File: src/rtl/ps2_keyboard_rx.sv
// PS/2 keyboard receiver: synchronizes and glitch-filters the PS/2 pins,
// deserialises 11-bit frames, folds E0/F0 prefixes into flags and strobes
// each completed scancode (kbint) or framing/timeout fault (err).
module ps2_keyboard_rx #(
   parameter int FILTER_LEN     = 8,
   parameter int TIMEOUT_CYCLES = 5000
) (
   input  logic       clk,
   input  logic       rst,
   input  logic       clkps2,
   input  logic       dataps2,
   output logic [7:0] scancode,
   output logic       extended,
   output logic       released,
   output logic       kbint,
   output logic       err
);

   localparam int FW = $clog2(FILTER_LEN + 1);
   localparam int TW = $clog2(TIMEOUT_CYCLES + 1);

   typedef enum logic [1:0] {IDLE, DATA, PARITY, STOP} state_t;

   // input synchronizers and clock filter
   logic          clk_s1_q, clk_s2_q, dat_s1_q, dat_s2_q;
   logic          filt_q, filt_d;
   logic [FW-1:0] run_q, run_d;
   logic          fe;

   // frame FSM and datapath
   state_t        state_q, state_d;
   logic [2:0]    bitcnt_q, bitcnt_d;
   logic [7:0]    shreg_q, shreg_d;
   logic          par_q, par_d;
   logic [TW-1:0] tmo_q, tmo_d;
   logic          pext_q, pext_d, prel_q, prel_d;

   // output registers
   logic [7:0]    scan_q, scan_d;
   logic          ext_q, ext_d, rel_q, rel_d;
   logic          kbint_q, kbint_d, err_q, err_d;

   // Filtered level flips on the FILTER_LEN-th consecutive opposite sample;
   // fe marks the cycle in which the flip is a 1->0 transition.
   always_comb begin
      filt_d = filt_q;
      run_d  = '0;
      if (clk_s2_q != filt_q) begin
         if (run_q == FW'(FILTER_LEN - 1)) begin
            filt_d = clk_s2_q;
            run_d  = '0;
         end else begin
            run_d = run_q + FW'(1);
         end
      end
      fe = filt_q & ~filt_d;
   end

   // Frame FSM next-state, timeout supervision and frame evaluation
   always_comb begin
      state_d  = state_q;
      bitcnt_d = bitcnt_q;
      shreg_d  = shreg_q;
      par_d    = par_q;
      tmo_d    = tmo_q;
      pext_d   = pext_q;
      prel_d   = prel_q;
      scan_d   = scan_q;
      ext_d    = ext_q;
      rel_d    = rel_q;
      kbint_d  = 1'b0;
      err_d    = 1'b0;

      if (state_q == IDLE) begin
         tmo_d = '0;
         if (fe && !dat_s2_q) begin
            state_d  = DATA;
            bitcnt_d = 3'd0;
            par_d    = 1'b0;
         end
      end else if (tmo_q == TW'(TIMEOUT_CYCLES)) begin
         // device stopped clocking mid-frame: abandon it, any fe here is ignored
         state_d = IDLE;
         tmo_d   = '0;
         err_d   = 1'b1;
         pext_d  = 1'b0;
         prel_d  = 1'b0;
      end else begin
         tmo_d = fe ? '0 : tmo_q + TW'(1);
         if (fe) begin
            case (state_q)
               DATA: begin
                  shreg_d  = {dat_s2_q, shreg_q[7:1]};
                  par_d    = par_q ^ dat_s2_q;
                  bitcnt_d = bitcnt_q + 3'd1;
                  if (bitcnt_q == 3'd7) state_d = PARITY;
               end
               PARITY: begin
                  par_d   = par_q ^ dat_s2_q;
                  state_d = STOP;
               end
               STOP: begin
                  state_d = IDLE;
                  if (!dat_s2_q || !par_q) begin
                     err_d  = 1'b1;
                     pext_d = 1'b0;
                     prel_d = 1'b0;
                  end else if (shreg_q == 8'hE0) begin
                     pext_d = 1'b1;
                  end else if (shreg_q == 8'hF0) begin
                     prel_d = 1'b1;
                  end else begin
                     scan_d  = shreg_q;
                     ext_d   = pext_q;
                     rel_d   = prel_q;
                     kbint_d = 1'b1;
                     pext_d  = 1'b0;
                     prel_d  = 1'b0;
                  end
               end
               default: state_d = IDLE;
            endcase
         end
      end
   end

   // State registers with synchronous reset
   always_ff @(posedge clk) begin
      if (rst) begin
         clk_s1_q <= 1'b1;
         clk_s2_q <= 1'b1;
         dat_s1_q <= 1'b1;
         dat_s2_q <= 1'b1;
         filt_q   <= 1'b1;
         run_q    <= '0;
         state_q  <= IDLE;
         bitcnt_q <= 3'd0;
         shreg_q  <= 8'h00;
         par_q    <= 1'b0;
         tmo_q    <= '0;
         pext_q   <= 1'b0;
         prel_q   <= 1'b0;
         scan_q   <= 8'h00;
         ext_q    <= 1'b0;
         rel_q    <= 1'b0;
         kbint_q  <= 1'b0;
         err_q    <= 1'b0;
      end else begin
         clk_s1_q <= clkps2;
         clk_s2_q <= clk_s1_q;
         dat_s1_q <= dataps2;
         dat_s2_q <= dat_s1_q;
         filt_q   <= filt_d;
         run_q    <= run_d;
         state_q  <= state_d;
         bitcnt_q <= bitcnt_d;
         shreg_q  <= shreg_d;
         par_q    <= par_d;
         tmo_q    <= tmo_d;
         pext_q   <= pext_d;
         prel_q   <= prel_d;
         scan_q   <= scan_d;
         ext_q    <= ext_d;
         rel_q    <= rel_d;
         kbint_q  <= kbint_d;
         err_q    <= err_d;
      end
   end

   assign scancode = scan_q;
   assign extended = ext_q;
   assign released = rel_q;
   assign kbint    = kbint_q;
   assign err      = err_q;

endmodule

File: config.mk
export PLATFORM = sky130hd
export DESIGN_NAME = ps2_keyboard_rx
export DESIGN_NICKNAME = d
export VERILOG_FILES = /design/src/rtl/ps2_keyboard_rx.sv
export SDC_FILE = /design/constraint.sdc
export NUM_CORES = 1
export LEC_CHECK = 0
export BUFFER_PORTS_ARGS = -buffer_cell sky130_fd_sc_hd__buf_2
export CAP_MARGIN = 25
export CORE_ASPECT_RATIO = 0.9
export CORE_MARGIN = 2
export CORE_UTILIZATION = 41
export CTS_CLUSTER_SIZE = 24
export DETAILED_ROUTE_END_ITERATION = 10
export GPL_TIMING_DRIVEN = 0
export REMOVE_ABC_BUFFERS = 1
export SETUP_SLACK_MARGIN = 0.05
export SLEW_MARGIN = 0
export SYNTH_ARGS = -nofsm -noshare
export SYNTH_HDL_FRONTEND = slang
export SYNTH_SLANG_ARGS = --single-unit
File: constraint.sdc
create_clock -name clk -period 1.63 [get_ports clk]
set_input_delay 0.0815 -clock clk [delete_from_list [all_inputs] [get_ports clk]]
set_output_delay 0.0815 -clock clk [all_outputs]
set_load 0.02 [all_outputs]
---- After elaboration in Yosys (flattened, before gate mapping) ----
Cells that the tools add are included.
word-level totals
  bits in registers ....................... 50
  bits in latches ......................... 0
  bits in writable memories ............... 0
  ROM bits ................................ 0
  input bits .............................. 4
  output and inout port bits .............. 12
  word-level logic and storage cells ...... 104
  memories ................................ 0
cells by class
  $add $sub $neg .......................... 3
  multiply operators ...................... 0
  div/mod/pow operators ................... 0
  magnitude comparators ................... 0
  equality and inequality tests ........... 14
  shift operators ......................... 0
  muxes and demuxes ....................... 35
  bitwise operators ....................... 11
  reduce and logical (&&, ||, !) cells .... 23
operators with widths
  cell                                                  number
  2-to-1 mux 1 bit                                      24
  AND reduction 4 bit                                   5
  equality test 8 bit (second input constant)           2
  2-to-1 mux 3 bit                                      5
  adder 13 x 1 -> 13 bit (second input constant)        1
  equality test 13 bit (second input constant)          1
  2-to-1 mux 2 bit                                      5
  nonzero test 2 bit                                    5
  NOT 1 bit                                             9
  != test 4 bit (second input constant)                 2
  AND reduction 7 bit                                   1
  OR reduction 7 bit                                    1
  adder 4 x 1 -> 4 bit (second input constant)          1
  equality test 2 bit (second input constant)           2
  equality test 4 x 3 -> 1 bit (second input constant)  1
  case mux 2 bit (2 select lines)                       1
  OR reduction 2 bit                                    2
  OR reduction 4 bit                                    1
  adder 3 x 1 -> 3 bit (second input constant)          1
  equality test 3 bit (second input constant)           1
  != test 3 bit (second input constant)                 1
  AND reduction 3 bit                                   1
  nonzero test 3 bit                                    1
  OR reduction 3 bit                                    1
  other kinds (10)                                      11

---- Longest topological paths before layout ----
  depth in word-level cells ............... 8
  gate-level depth with buffers ........... 8
  mapped depth without buffers ............ 6

---- Worst setup path before layout ----
OpenSTA, ideal clock, no wires.
  kind .................................... register to register
  from .................................... register tmo_q[0]
  to ...................................... register tmo_q[12]
  setup time .............................. 64 ps
  arrival time ............................ 1626 ps
  required time ........................... 1566 ps
  path slack .............................. -59 ps
  cell stages (with the launch flop) ...... 8
  period minus slack after synthesis ...... 1689 ps
  path through ............................ dfxtp_1 inv_1 ha_1 and2_1 and4_4 or4_4 buf_6 nor2_1
between the ends
  longest elaborated chain between the ends .. 2
  elaborated cells on any way between the ends .. 3
  classes of those cells .................. add/sub: 1; eq/ne: 1; reduce/logical: 1
RTL lines
  what                                                                            RTL line  RTL
  from (decl)                                                                     35        logic [TW-1:0] tmo_q, tmo_d;
  from (signal assigned)                                                          159       tmo_q <= tmo_d;
  parallel branches: the longest is 2 deep, another holds adder 13 x 1 -> 13 bit  --
Several ways; the timed one is not identified.
A chain may end at the register's enable or synchronous reset.

---- Worst setup path after layout ----
  from .................................... register run_q[0]
  to ...................................... register tmo_q[10]
between the ends
  longest elaborated chain between the ends .. 6
RTL lines
  what                                 RTL line  RTL
  from (decl)                          27        logic [FW-1:0] run_q, run_d;
  from (signal assigned)               154       run_q <= run_d;
  equality test 4 x 3 -> 1 bit         49        if (run_q == FW'(FILTER_LEN - 1)) begin
  2-to-1 mux 1 bit                     49
  2-to-1 mux 1 bit                     48        if (clk_s2_q != filt_q) begin
  NOT 1 bit                            56        fe = filt_q & ~filt_d;
  bitwise AND 1 bit                    56
  OR reduction 4 bit (no source line)  --
Every way passes these cells.

==> impl_metrics.env <==
export IMPL_seq_area_frac_synth_pct=43.45
export IMPL_numCtsBuffers=5
export IMPL_fin_ws_ps=-3.678
export IMPL_grt_pass1_wl_mm=7.493
export IMPL_dpl_cell_area_um2=2400
export IMPL_grt_max_degree=41
export IMPL_yosys_area_top_type="dfxtp_1"
export IMPL_multi_input_area_um2=1354
export IMPL_tightest_slew_ps=678.1
export IMPL_worstSetupPathType="reg2reg"
export IMPL_synth_flop_cell="dfxtp_1"
export IMPL_syn_inst=234
export IMPL_rsz0062_at_grt="yes"
export IMPL_ant_nets=0
export IMPL_die_h_um=75.11
export IMPL_seq_area_um2=1016
export IMPL_grtUsageTotal_pct=14.90
export IMPL_synth_common_cells="dfxtp_1 (50), nor2_1 (24), nand2b_1 (23)"
export IMPL_status="finished with violations"
export IMPL_ir_drop_mv=0.6626
export IMPL_violations="setup timing"
export IMPL_yosysUniqueCellTypes=46
export IMPL_fp_row_count=25
export IMPL_setup_viol=4
export IMPL_vias_per_cell=4.959
export IMPL_dieArea_um2=6235
export IMPL_vias=1676
export IMPL_nets=285
export IMPL_grt_overflow_total=0
export IMPL_worstPathArrival_ps=1870
export IMPL_initial_core_util_pct=43.06
export IMPL_area_growth_pct=24.55
export IMPL_die_w_um=83.01
export IMPL_wl_mm=4.557
export IMPL_min_path_type="in2reg"
export IMPL_wl_per_cell_um=13.48
export IMPL_place_congestion=0.7758
export IMPL_required_ps=1870
export IMPL_drtIter0Drc=71
export IMPL_h_tree_depth=2
export IMPL_ys_seq_elements=50
export IMPL_finClkSkew_ps=6.423
export IMPL_core_um2=5349
export IMPL_io_buffers=15
export IMPL_slew_headroom_pct=54.79
export IMPL_finalSetupTns_ps=-9.280
export IMPL_finalInstanceArea_um2=2869
export IMPL_worstReg2RegStart="run_q[0]$_SDFF_PP0_"
export IMPL_syn_avg_cell_area_um2=9.844
export IMPL_grt_pass1_vias=1613
export IMPL_yosys_top_cells_area="dfxtp_1 (43%), mux2i_1 (9.1%), nand2b_1 (6.2%)"
export IMPL_hp_start="rst"
export IMPL_fillerInstances=479
export IMPL_start_kind="flop"
export IMPL_clock_latency_ps=300
export IMPL_critPathCaptureType="flop"
export IMPL_finalHoldViolCount=0
export IMPL_cts_tree="built"
export IMPL_diodes=0
export IMPL_powerDensity_nw_per_um2=746.7
export IMPL_clkTransAtPathRegs_ps=90
export IMPL_netlist_area_leader_share_pct=43.45
export IMPL_period_needed_ps=1634
export IMPL_clock_sinks=50
export IMPL_setup_worst_path_start="run_q[0]$_SDFF_PP0_"
export IMPL_maxCapViolCount=0
export IMPL_power_leakage_uw=0.001098
export IMPL_critical_path_max_fanout=7
export IMPL_drc=0
export IMPL_timing_final_crit_share_pct=100.2
export IMPL_clock_root_buffer="clkbuf_8"
export IMPL_fmax_mhz=612.1
export IMPL_drive_gt1_share_pct=35.79
export IMPL_yosysMostFrequentCell="dfxtp_1"
export IMPL_antenna_found_initial=0
export IMPL_firstDrtPassIters=4
export IMPL_synth_edff_count=0
export IMPL_syn_area_um2=2303
export IMPL_drv_slew=0
export IMPL_async_flop_share_pct=0
export IMPL_cts_buffer_depth=2
export IMPL_dp_hpwl_mm=2.743
export IMPL_yosysWarnings=0
export IMPL_pin_count=16
[cells by family after synthesis]
logic type	synth area share (%)
simple gates	25.69
flops	43.45
buf+inv	4.834
mux	9.125
compound gates	5.976
xor+xnor	4.943
fa+ha+maj	5.975
[cell usage in the layout (no fill, tap or decap), types with 2 or more instances in the layout]
| master | synthesis | layout |
|---|---|---|
| a21oi_1 | 2 | 2 |
| and2_4 | 1 | 2 |
| and3_4 | 1 | 3 |
| and4_4 | 1 | 2 |
| buf_2 | 2 | 15 |
| buf_4 | 0 | 18 |
| buf_6 | 3 | 2 |
| clkbuf_8 | 0 | 5 |
| clkinv_2 | 0 | 2 |
| dfxtp_1 | 50 | 40 |
| dfxtp_2 | 0 | 9 |
| dlygate4sd3_1 | 0 | 2 |
| ha_1 | 11 | 7 |
| ha_4 | 0 | 3 |
| inv_1 | 13 | 9 |
| inv_2 | 0 | 4 |
| mux2i_1 | 21 | 21 |
| nand2_1 | 10 | 10 |
| nand2b_1 | 23 | 23 |
| nand3_1 | 5 | 5 |
| nand4_1 | 4 | 4 |
| nand4b_1 | 4 | 4 |
| nor2_1 | 24 | 17 |
| nor2_2 | 2 | 8 |
| nor2b_1 | 4 | 3 |
| nor3_1 | 6 | 6 |
| o21ai_0 | 2 | 2 |
| or2_2 | 4 | 4 |
| or4_4 | 1 | 3 |
| xnor2_1 | 10 | 10 |
| xor2_1 | 3 | 3 |
[power breakdown]
part	internal, µW	switching [µW]
clock	452	416
sequential	1220	4.04
combinational	22.3	23.3
total	1700	444
[state kept, by name, summed over array words and instances, names as in the netlist]
| register | cells |
|---|---|
| dat_s2_q | 1 |
| shreg_q | 8 |
| scancode | 8 |
| par_q | 1 |
| extended | 1 |
| run_q | 4 |
| prel_q | 1 |
| dat_s1_q | 1 |
| tmo_q | 13 |
| clk_s2_q | 1 |
| err | 1 |
| bitcnt_q | 3 |
| pext_q | 1 |
| kbint | 1 |
| filt_q | 1 |
| clk_s1_q | 1 |
| released | 1 |
| state_q | 2 |
[cell type report]
cell class                      instances  share of cell area (%)
Clock buffer                            5                   2.399
Clock inverter                          3                   1.396
Inverter                               13                   1.701
Multi-Input combinational cell        162                   47.19
Sequential cell                        50                   35.41
Tap cell                               67                   2.922
Timing Repair Buffer                   38                   8.984
[final timing paths]
kind,cells past startpoint,slack (ps),endpoint
max,5,-4,tmo_q[10]$_SDFF_PP0_
min,2,310,kbint$_SDFF_PP0_
max reg2reg,5,-4,tmo_q[10]$_SDFF_PP0_
min reg2reg,1,420,dat_s2_q$_SDFF_PP1_
[through the flow]
step	util, %	total power [µW]	setup slack (ps)	hold WS [ps]	instances
after floorplan	-	1276	-95.48	150.4	224
after global placement	44.87	1294	-446.8	265.2	306
after detailed placement	44.87	1295	-458.0	265.5	306
after CTS	50.97	2163	18.53	289.0	330
after global routing	53.64	2214	-51.97	343.2	338
final	53.64	2142	-3.678	312.2	338
[layer usage]
metal | vias up | wire [µm] | GRT usage (%)
li1 | 865 | - | -
met1 | 785 | 2430 | 20.52
met2 | 21 | 1964 | 23.84
met3 | 5 | 123 | 3.289
met4 | 0 | 38 | 4.372
met5 | - | 0 | 0
[worst max-delay path, stage by stage, from the launching register on]
cell	delay, ps
dfxtp_2	350
ha_4	150
and3b_2	240
and2_4	160
or4_4	560
nor2_1	110
[repair_timing]
action / in CTS / in global routing
gates cloned: 1 / 0
endpoints found under the setup margin: 38 / 37
hold endpoints to repair: 2 / 0
gates resized for setup: 29 / 23
hold buffers: 2 / 0
buffers inserted: 13 / 8
pin swaps: 20 / 11
(Power assumes the default switching activity.)
